### src/rtl/line_code_pkg.sv
// Shared line-coding definitions: mode encodings, FSM states, stuffing limit
// and the per-bit level encoder used by line_encoder.
package line_code_pkg;

  localparam logic [1:0] MODE_NRZ   = 2'b00;
  localparam logic [1:0] MODE_NRZI  = 2'b01;
  localparam logic [1:0] MODE_MANCH = 2'b10;
  localparam logic [1:0] MODE_RSVD  = 2'b11;

  typedef enum logic {ST_IDLE, ST_SHIFT} state_e;

  localparam int STUFF_RUN = 6;
  localparam int RUN_W     = 3;

  // Level at the start of a bit period; prev is the level currently on the line.
  function automatic logic encode_level(input logic b, input logic [1:0] m, input logic prev);
    case (m)
      MODE_NRZI:            return b ? prev : ~prev;
      MODE_MANCH:           return ~b;
      MODE_NRZ, MODE_RSVD:  return b;
      default:              return b;
    endcase
  endfunction

endpackage

### src/rtl/line_bit_timer.sv
// Bit-period counter for line_encoder: counts 0..CLKS_PER_BIT-1 while run is high,
// flags the last cycle of the period, the mid-bit cycle and the cycle before it.
module line_bit_timer #(
  parameter int CLKS_PER_BIT = 4
) (
  input  logic clk,
  input  logic rst,
  input  logic start,
  input  logic run,
  output logic bit_end,
  output logic mid,
  output logic half_end
);

  localparam int CW = (CLKS_PER_BIT > 1) ? $clog2(CLKS_PER_BIT) : 1;
  localparam logic [CW-1:0] CNT_LAST  = CW'(CLKS_PER_BIT - 1);
  localparam logic [CW-1:0] CNT_MID   = CW'(CLKS_PER_BIT / 2);
  localparam logic [CW-1:0] CNT_HLAST = CW'(CLKS_PER_BIT / 2 - 1);

  logic [CW-1:0] cnt_q, cnt_d;

  assign bit_end  = run && (cnt_q == CNT_LAST);
  assign mid      = run && (cnt_q == CNT_MID);
  assign half_end = run && (cnt_q == CNT_HLAST);

  always_comb begin
    cnt_d = cnt_q + 1'b1;
    if (start || !run || bit_end) cnt_d = '0;
  end

  always_ff @(posedge clk) begin
    if (rst) cnt_q <= '0;
    else     cnt_q <= cnt_d;
  end

endmodule

### src/rtl/line_encoder.sv
// Serial line encoder (NRZ / NRZI / Manchester) with valid/ready word input.
// Optional zero-bit stuffing after long runs of ones: define LINE_ENCODER_BIT_STUFF_EN.
module line_encoder
  import line_code_pkg::*;
#(
  parameter int   DATA_W       = 8,
  parameter int   CLKS_PER_BIT = 4,
  parameter logic IDLE_LEVEL   = 1'b1,
  parameter bit   LSB_FIRST    = 1'b1
) (
  input  logic              clk,
  input  logic              rst,
  input  logic [1:0]        mode,
  input  logic [DATA_W-1:0] in_data,
  input  logic              in_valid,
  output logic              in_ready,
  output logic              line_out,
  output logic              line_oe,
  output logic              busy
);

  localparam int IW = $clog2(DATA_W);
  localparam logic [IW-1:0] IDX_LAST = IW'(DATA_W - 1);

  state_e            state_q, state_d;
  logic [DATA_W-1:0] word_q, word_d;
  logic [1:0]        mode_q, mode_d;
  logic [IW-1:0]     idx_q, idx_d;
  logic              line_q, line_d;
  logic              half_q, half_d;

  logic bit_end, mid, half_end;
  logic shifting, hs, last, cur_bit;
  logic stuff_q, stuff_due;

  function automatic logic pick(input logic [DATA_W-1:0] w, input logic [IW-1:0] i);
    return LSB_FIRST ? w[i] : w[IDX_LAST - i];
  endfunction

  assign shifting = (state_q == ST_SHIFT);
  assign cur_bit  = stuff_q ? 1'b0 : pick(word_q, idx_q);
  // Final cycle of the frame: last data bit done and no stuff bit still owed.
  assign last     = shifting && bit_end && (idx_q == IDX_LAST) && (stuff_q || !stuff_due);
  assign in_ready = !rst && (!shifting || last);
  assign hs       = in_valid && in_ready;

  assign line_out = line_q;
  assign line_oe  = shifting;
  assign busy     = shifting;

  line_bit_timer #(.CLKS_PER_BIT(CLKS_PER_BIT)) u_timer (
    .clk      (clk),
    .rst      (rst),
    .start    (hs),
    .run      (shifting),
    .bit_end  (bit_end),
    .mid      (mid),
    .half_end (half_end)
  );

  always_comb begin
    state_d = state_q;
    word_d  = word_q;
    mode_d  = mode_q;
    idx_d   = idx_q;
    line_d  = line_q;
    half_d  = half_q;
    if (hs) begin
      word_d  = in_data;
      mode_d  = mode;
      idx_d   = '0;
      half_d  = 1'b0;
      state_d = ST_SHIFT;
      line_d  = encode_level(pick(in_data, '0), mode, line_q);
    end else if (shifting) begin
      if (bit_end) begin
        half_d = 1'b0;
        if (last) begin
          state_d = ST_IDLE;
          // NRZI keeps its reference level across idle; other codes park.
          if (mode_q != MODE_NRZI) line_d = IDLE_LEVEL;
        end else if (stuff_due) begin
          line_d = encode_level(1'b0, mode_q, line_q);
        end else begin
          idx_d  = idx_q + 1'b1;
          line_d = encode_level(pick(word_q, idx_q + 1'b1), mode_q, line_q);
        end
      end else begin
        if (mid) half_d = 1'b1;
        if (half_end && !half_q && mode_q == MODE_MANCH) line_d = cur_bit;
      end
    end
  end

  always_ff @(posedge clk) begin
    if (rst) begin
      state_q <= ST_IDLE;
      word_q  <= '0;
      mode_q  <= MODE_NRZ;
      idx_q   <= '0;
      line_q  <= IDLE_LEVEL;
      half_q  <= 1'b0;
    end else begin
      state_q <= state_d;
      word_q  <= word_d;
      mode_q  <= mode_d;
      idx_q   <= idx_d;
      line_q  <= line_d;
      half_q  <= half_d;
    end
  end

`ifdef LINE_ENCODER_BIT_STUFF_EN
  logic [RUN_W-1:0] run_q, run_d;
  logic             stuff_d;

  // Stuff period is owed once the current data 1 completes a run of STUFF_RUN.
  assign stuff_due = !stuff_q && cur_bit && (run_q == RUN_W'(STUFF_RUN - 1));

  always_comb begin
    run_d   = run_q;
    stuff_d = stuff_q;
    if (!shifting) begin
      run_d   = '0;
      stuff_d = 1'b0;
    end else if (bit_end) begin
      stuff_d = stuff_due;
      if ((last && !hs) || stuff_q || !cur_bit) run_d = '0;
      else                                      run_d = run_q + 1'b1;
    end
  end

  always_ff @(posedge clk) begin
    if (rst) begin
      run_q   <= '0;
      stuff_q <= 1'b0;
    end else begin
      run_q   <= run_d;
      stuff_q <= stuff_d;
    end
  end
`else
  assign stuff_q   = 1'b0;
  assign stuff_due = 1'b0;
`endif

endmodule

### config.mk
export PLATFORM = sky130hd
export DESIGN_NAME = line_encoder
export DESIGN_NICKNAME = d
export VERILOG_FILES = /design/src/rtl/line_code_pkg.sv /design/src/rtl/line_bit_timer.sv /design/src/rtl/line_encoder.sv
export SDC_FILE = /design/constraint.sdc
export NUM_CORES = 1
export LEC_CHECK = 0
export BUFFER_PORTS_ARGS = -buffer_cell sky130_fd_sc_hd__buf_2
export CAP_MARGIN = 20
export CORE_ASPECT_RATIO = 1.1
export CORE_MARGIN = 8
export CORE_UTILIZATION = 30
export DETAILED_ROUTE_END_ITERATION = 8
export GPL_ROUTABILITY_DRIVEN = 0
export PLACE_DENSITY = 0.54
export SYNTH_ARGS = -nofsm -noshare
export SYNTH_HDL_FRONTEND = slang
export SYNTH_SLANG_ARGS = --single-unit
### constraint.sdc
create_clock -name clk -period 2.3 [get_ports clk]
set_input_delay 0.23 -clock clk [delete_from_list [all_inputs] [get_ports clk]]
set_output_delay 0.23 -clock clk [all_outputs]
set_load 0.005 [all_outputs]
Word level (Yosys, flattened, before mapping)
Index checks and enable logic that the tools add are counted.

Output and inout port bits: 4. Input bits: 13. Register bits: 18. Logic and storage cells: 76.

Equality and inequality tests: 14. Magnitude comparators: 2. $add $sub $neg: 2. Reductions and logical operators: 27. Bitwise operators: 4. Multiplexer cells: 20.

Operators by type and width (number): $mux W1 (16); $eq A2 B2 Y1 const B (6); $logic_and A1 B1 Y1 (9); $lt A3 B4 Y1 const B (2); $reduce_or A2 Y1 (4); $bmux W1 S3 (2); $eq A2 B1 Y1 const B (3); $pmux W1 S3 (2); $ne A5 B4 Y1 const B (1); $reduce_and A5 Y1 (1); $logic_not A2 Y1 (2); $ne A4 B2 Y1 const B (1); $not A1 Y1 (4); $reduce_bool A2 Y1 (2); $add A3 B1 Y3 const B (1); $eq A3 B3 Y1 const B (1); $logic_not A1 Y1 (3); $logic_or A1 B1 Y1 (3); $ne A3 B3 Y1 const B (1); $reduce_and A3 Y1 (1); $reduce_bool A3 Y1 (1); $add A2 B1 Y2 const B (1); $ne A2 B1 Y1 const B (1); $reduce_and A2 Y1 (1).

Logic depth before layout (Yosys ltp)
Depth after elaboration: 10. Depth in mapped cells: 7. Mapped depth without buffers: 7.

By module
Synthesis repeated with hierarchy kept, for this count alone.

Cells, all modules: 114. Area, all modules: 1071.0 um^2.

By module, submodules not included: line_encoder (area an instance 948.4 um^2, times used 1, cells an instance 101, seq. area each 320.3 um^2); line_bit_timer (area an instance 122.6 um^2, times used 1, cells an instance 13, seq. area each 40.0 um^2).

Worst setup path before layout
No wires, ideal clock.

Kind: register to register. Start point: register idx_q[1]. End point: register line_q (netlist: line_out). Arrival: 1.769 ns. Period minus slack after synthesis: 1.840 ns. Buffers on the path: 0. Setup time: 0.072 ns. Path slack: 0.460 ns. Stages on the path, launching flop included: 7. Required time: 2.228 ns. Cells stage by stage: dfxtp_1 ha_1 ha_1 a2111oi_2 nor4_1 o311a_1 mux2i_1.

Longest elaborated chain between the ends: 9. Elaborated cells between the ends (all ways): 23. Classes of those cells: add/sub: 1; eq/ne: 4; mux: 10; bitwise: 1; reduce/logical: 7.

RTL lines: start, declared (line line_encoder.sv:28) `logic [IW-1:0] idx_q, idx_d;`; start signal, assigned (line line_encoder.sv:107) `idx_q <= idx_d;`; $add A3 B1 Y3 (line line_encoder.sv:86) `line_d = encode_level(pick(word_q, idx_q + 1'b1), mode_q, line_q);`; $bmux W1 S3 (line line_encoder.sv:37) `return LSB_FIRST ? w[i] : w[IDX_LAST - i];`; $mux W1 (not written as such) (line line_encoder.sv:37); $not A1 Y1 (line line_code_pkg.sv:19) `MODE_MANCH: return ~b;`; $pmux W1 S3 (line line_code_pkg.sv:17) `case (m)`; $mux W1 (line line_encoder.sv:78) `if (last) begin`; $mux W1 (line line_encoder.sv:76) `if (bit_end) begin`; $mux W1 (line line_encoder.sv:75) `end else if (shifting) begin`; $mux W1 (line line_encoder.sv:68) `if (hs) begin`; end signal, assigned (line line_encoder.sv:108) `line_q <= line_d;`; end, declared (line line_encoder.sv:29) `logic line_q, line_d;`.

Several ways; a longest one is shown, not always the timed one. The select of a mux whose other input is x is not followed. A chain may end at the register's enable or synchronous reset.

Worst setup path in the final report
Ends and elaborated chain as after synthesis.

==> impl_metrics.ini <==
[status]
outcome = complete, no violations

[timing]
fmax_mhz = 503
min_period_ns = 1.99
drv_slew = 0
finalHoldViolations = 0
worst_pin_slew_ns = 0.578
max_slew_margin_pct = 61.3
setup_slack_ns = 0.311
rsz0062_at_grt = no
whs_ns = 0.124
finalClockSkew_ns = 0.00581
setup_violations = 0
period_share_pct = 86.5
setup-tns-final_ns = 0

[synth]
avgSynthCellArea_um2 = 8.83
synth_adder_area_share_pct = 10.8
synth_compound_area_share_pct = 13.9
yosys.area.top_type = dfxtp_1
synth_area_mm2 = 0.00104
synth_top_cells_by_area = dfxtp_1 (35%), ha_1 (11%), nand2_1 (8.3%)
synthSimpleGateAreaFrac_pct = 21.2
ys_seq_area_share_pct = 34.6
syn_nets = 140
synth-edff-count = 0
yosys.area.top_type_share_pct = 34.6
synth_top_family_by_area = simple AND/OR/NAND/NOR gates
synth_mux_area_share_pct = 13.2
postSynth.asyncResetShare_pct = 0
synth_ff_type = dfxtp_1
synth_cell_type_count = 33
syn_inst = 118
ys_ff_latch = 18
synthXorXnorAreaFrac_pct = 0.840
synth_warnings = 0

[floorplan]
dieHeight_um = 77.8
start_util_pct = 31.3
die_area_mm2 = 0.00562
die_w_um = 72.2
io_pins = 17
core_region_area_mm2 = 0.00333
fp-row-count = 22

[route]
drt_iter0_drc = 33
wl_per_cell_um = 11.9
ant_nets = 0
vias = 874
dr.pass1.iters = 4
viasPerCell = 4.72
drc = 0
routed_wl_um = 2190

[worst_setup_path]
crit_type = reg2reg
crit_slowest_cell = a2111oi_2
cp_top_family = compound AO/OA/AOI/OAI gates
cp_data_required_time_ns = 2.54
critPathMaxStageDelay_ns = 0.46
worstPathCellList = ha_1 -> ha_1 -> a2111oi_2 -> nor4_1 -> o311a_1 -> mux2i_1
endpoint_kind = flip-flop
critPathMostFrequentCell = ha_1
arrival_ns = 2.23
crit_path_max_fanout = 5
worst-path-buf-inv = 0
start_kind = flip-flop

[clock_tree]
cts_resized = 0
cts.clk_slew.worst_paths_ns = 0.11
cts_max_level = 1
clock_path_buffers = 2
holdBufCountCts = 0
cts_setup_buffers = 0
cts_buffers = 3
clock_latency_ns = 0.30
cts_tree = done
root_buffer = clkbuf_4
cts_sinks = 18

[grt]
antenna_found_initial = 0
grt_usage_pct = 8.42
grt-ovfl-total = 0
grt_pass1_wl_um = 3930
grt_max_degree = 19
grt_pass1_vias = 885

[pwr]
switching_share_pct = 25.9
power.switching_uw = 162
clock_power_share_pct = 32.4
p_leak_nw = 0.530
p_seq_share_pct = 54.5
peakVddDrop_v = 0.000239
intPower_uw = 464
power.density_mw_per_mm2 = 514
p_comb_share_pct = 13.1

[cells_and_area]
fill_cells = 345
layout_common_cells = nand2_1 (23), dfxtp_1 (18), buf_2 (16), nor2_1 (9), ha_1 (9)
layout.cells.non_filler = 185
fin_nets = 160
layout_commonest_cell = nand2_1
area_growth_pct = 16.9
multi_input_area_um2 = 626
drive_above_1_share_pct = 20.4
register_area_um2 = 360
antenna_cells = 0

[placement]
place_ws_ns = 0.320
port_buffers = 16
place_hpwl_um = 1720
dp.cells = 181

[job]
maxCapViolations = 0

[min_path]
min_path_type = in2reg
==> cells by family (layout without fill, tap and decap cells) <==
| kind of cell | count (synthesis) | after routing |
|---|---|---|
| compound gates | 21 | 21 |
| xor+xnor | 1 | 1 |
| simple gates | 47 | 47 |
| fa+ha+maj | 9 | 9 |
| buf+inv | 12 | 31 |
| mux | 10 | 10 |
| flops | 18 | 18 |
==> per-layer routing <==
metal  vias to the layer above  global-route usage (%)  routed length, um
met1                       401                    9.67               1040
met2                        15                    14.3               1030
li1                        454                       -                  -
met3                         4                    2.06                 94
met5                         -                       0                  0
met4                         0                    3.68                 31
==> registers in the layout, indices dropped and copies added (netlist names) <==
name / count
line_out: 1
u_timer.cnt_q: 2
word_q: 8
half_q: 1
mode_q: 2
idx_q: 3
busy: 1
==> worst register-to-register path: stages, from the launching register on <==
cell	delay (ns)
dfxtp_1	0.35
ha_1	0.19
ha_1	0.35
a2111oi_2	0.46
nor4_1	0.12
o311a_1	0.35
mux2i_1	0.12
==> power by group through the flow <==
stage / Sequential [mW] / Clock, mW / Combinational [mW]
after detailed placement: 0.349 / 0 / 0.0834
after floorplan: 0.345 / 0 / 0.0546
final: 0.341 / 0.203 / 0.0824
after global placement: 0.349 / 0 / 0.0813
after CTS: 0.342 / 0.215 / 0.0839
after global routing: 0.345 / 0.224 / 0.0947
==> synthesized netlist by cell type, types with 2 or more instances <==
cell type   n
ha_1        9
dfxtp_1    18
a21oi_1     2
nor3_1      5
nand2_1    23
mux4_1      2
o21ai_1     8
nor3b_2     2
o31ai_1     2
mux2i_1     4
clkbuf_1    3
o22ai_1     2
nor4_1      2
inv_1       6
mux2_1      3
and3_1      2
nor2_1      9
==> final timing paths <==
| path | from | end | slack, ns | cells past startpoint |
|---|---|---|---|---|
| setup / recovery | idx_q[1] | line_out | 0.31 | 6 |
| hold / removal | in_data[4] | word_q[4] | 0.12 | 3 |
| setup reg to reg | idx_q[1] | line_out | 0.31 | 6 |
| hold reg to reg | u_timer.cnt_q[0] | u_timer.cnt_q[0] | 0.46 | 1 |
==> through the flow <==
stage	power [mW]	utilization [%]	instance area (um^2)
after floorplan	0.400	-	1040
after global placement	0.430	35.5	1180
after detailed placement	0.432	35.5	1180
after CTS	0.640	36.6	1220
after global routing	0.664	36.6	1220
final	0.627	36.6	1220
==> area by class of cell <==
class                   instances  area share, %
clock buffers                   4           2.98
repair buffers                 20           9.03
inverters                       7           2.16
multi-input cells              88           51.3
flip-flops and latches         18           29.6
well taps                      48           4.93
Power figures use the tool's default switching activity.
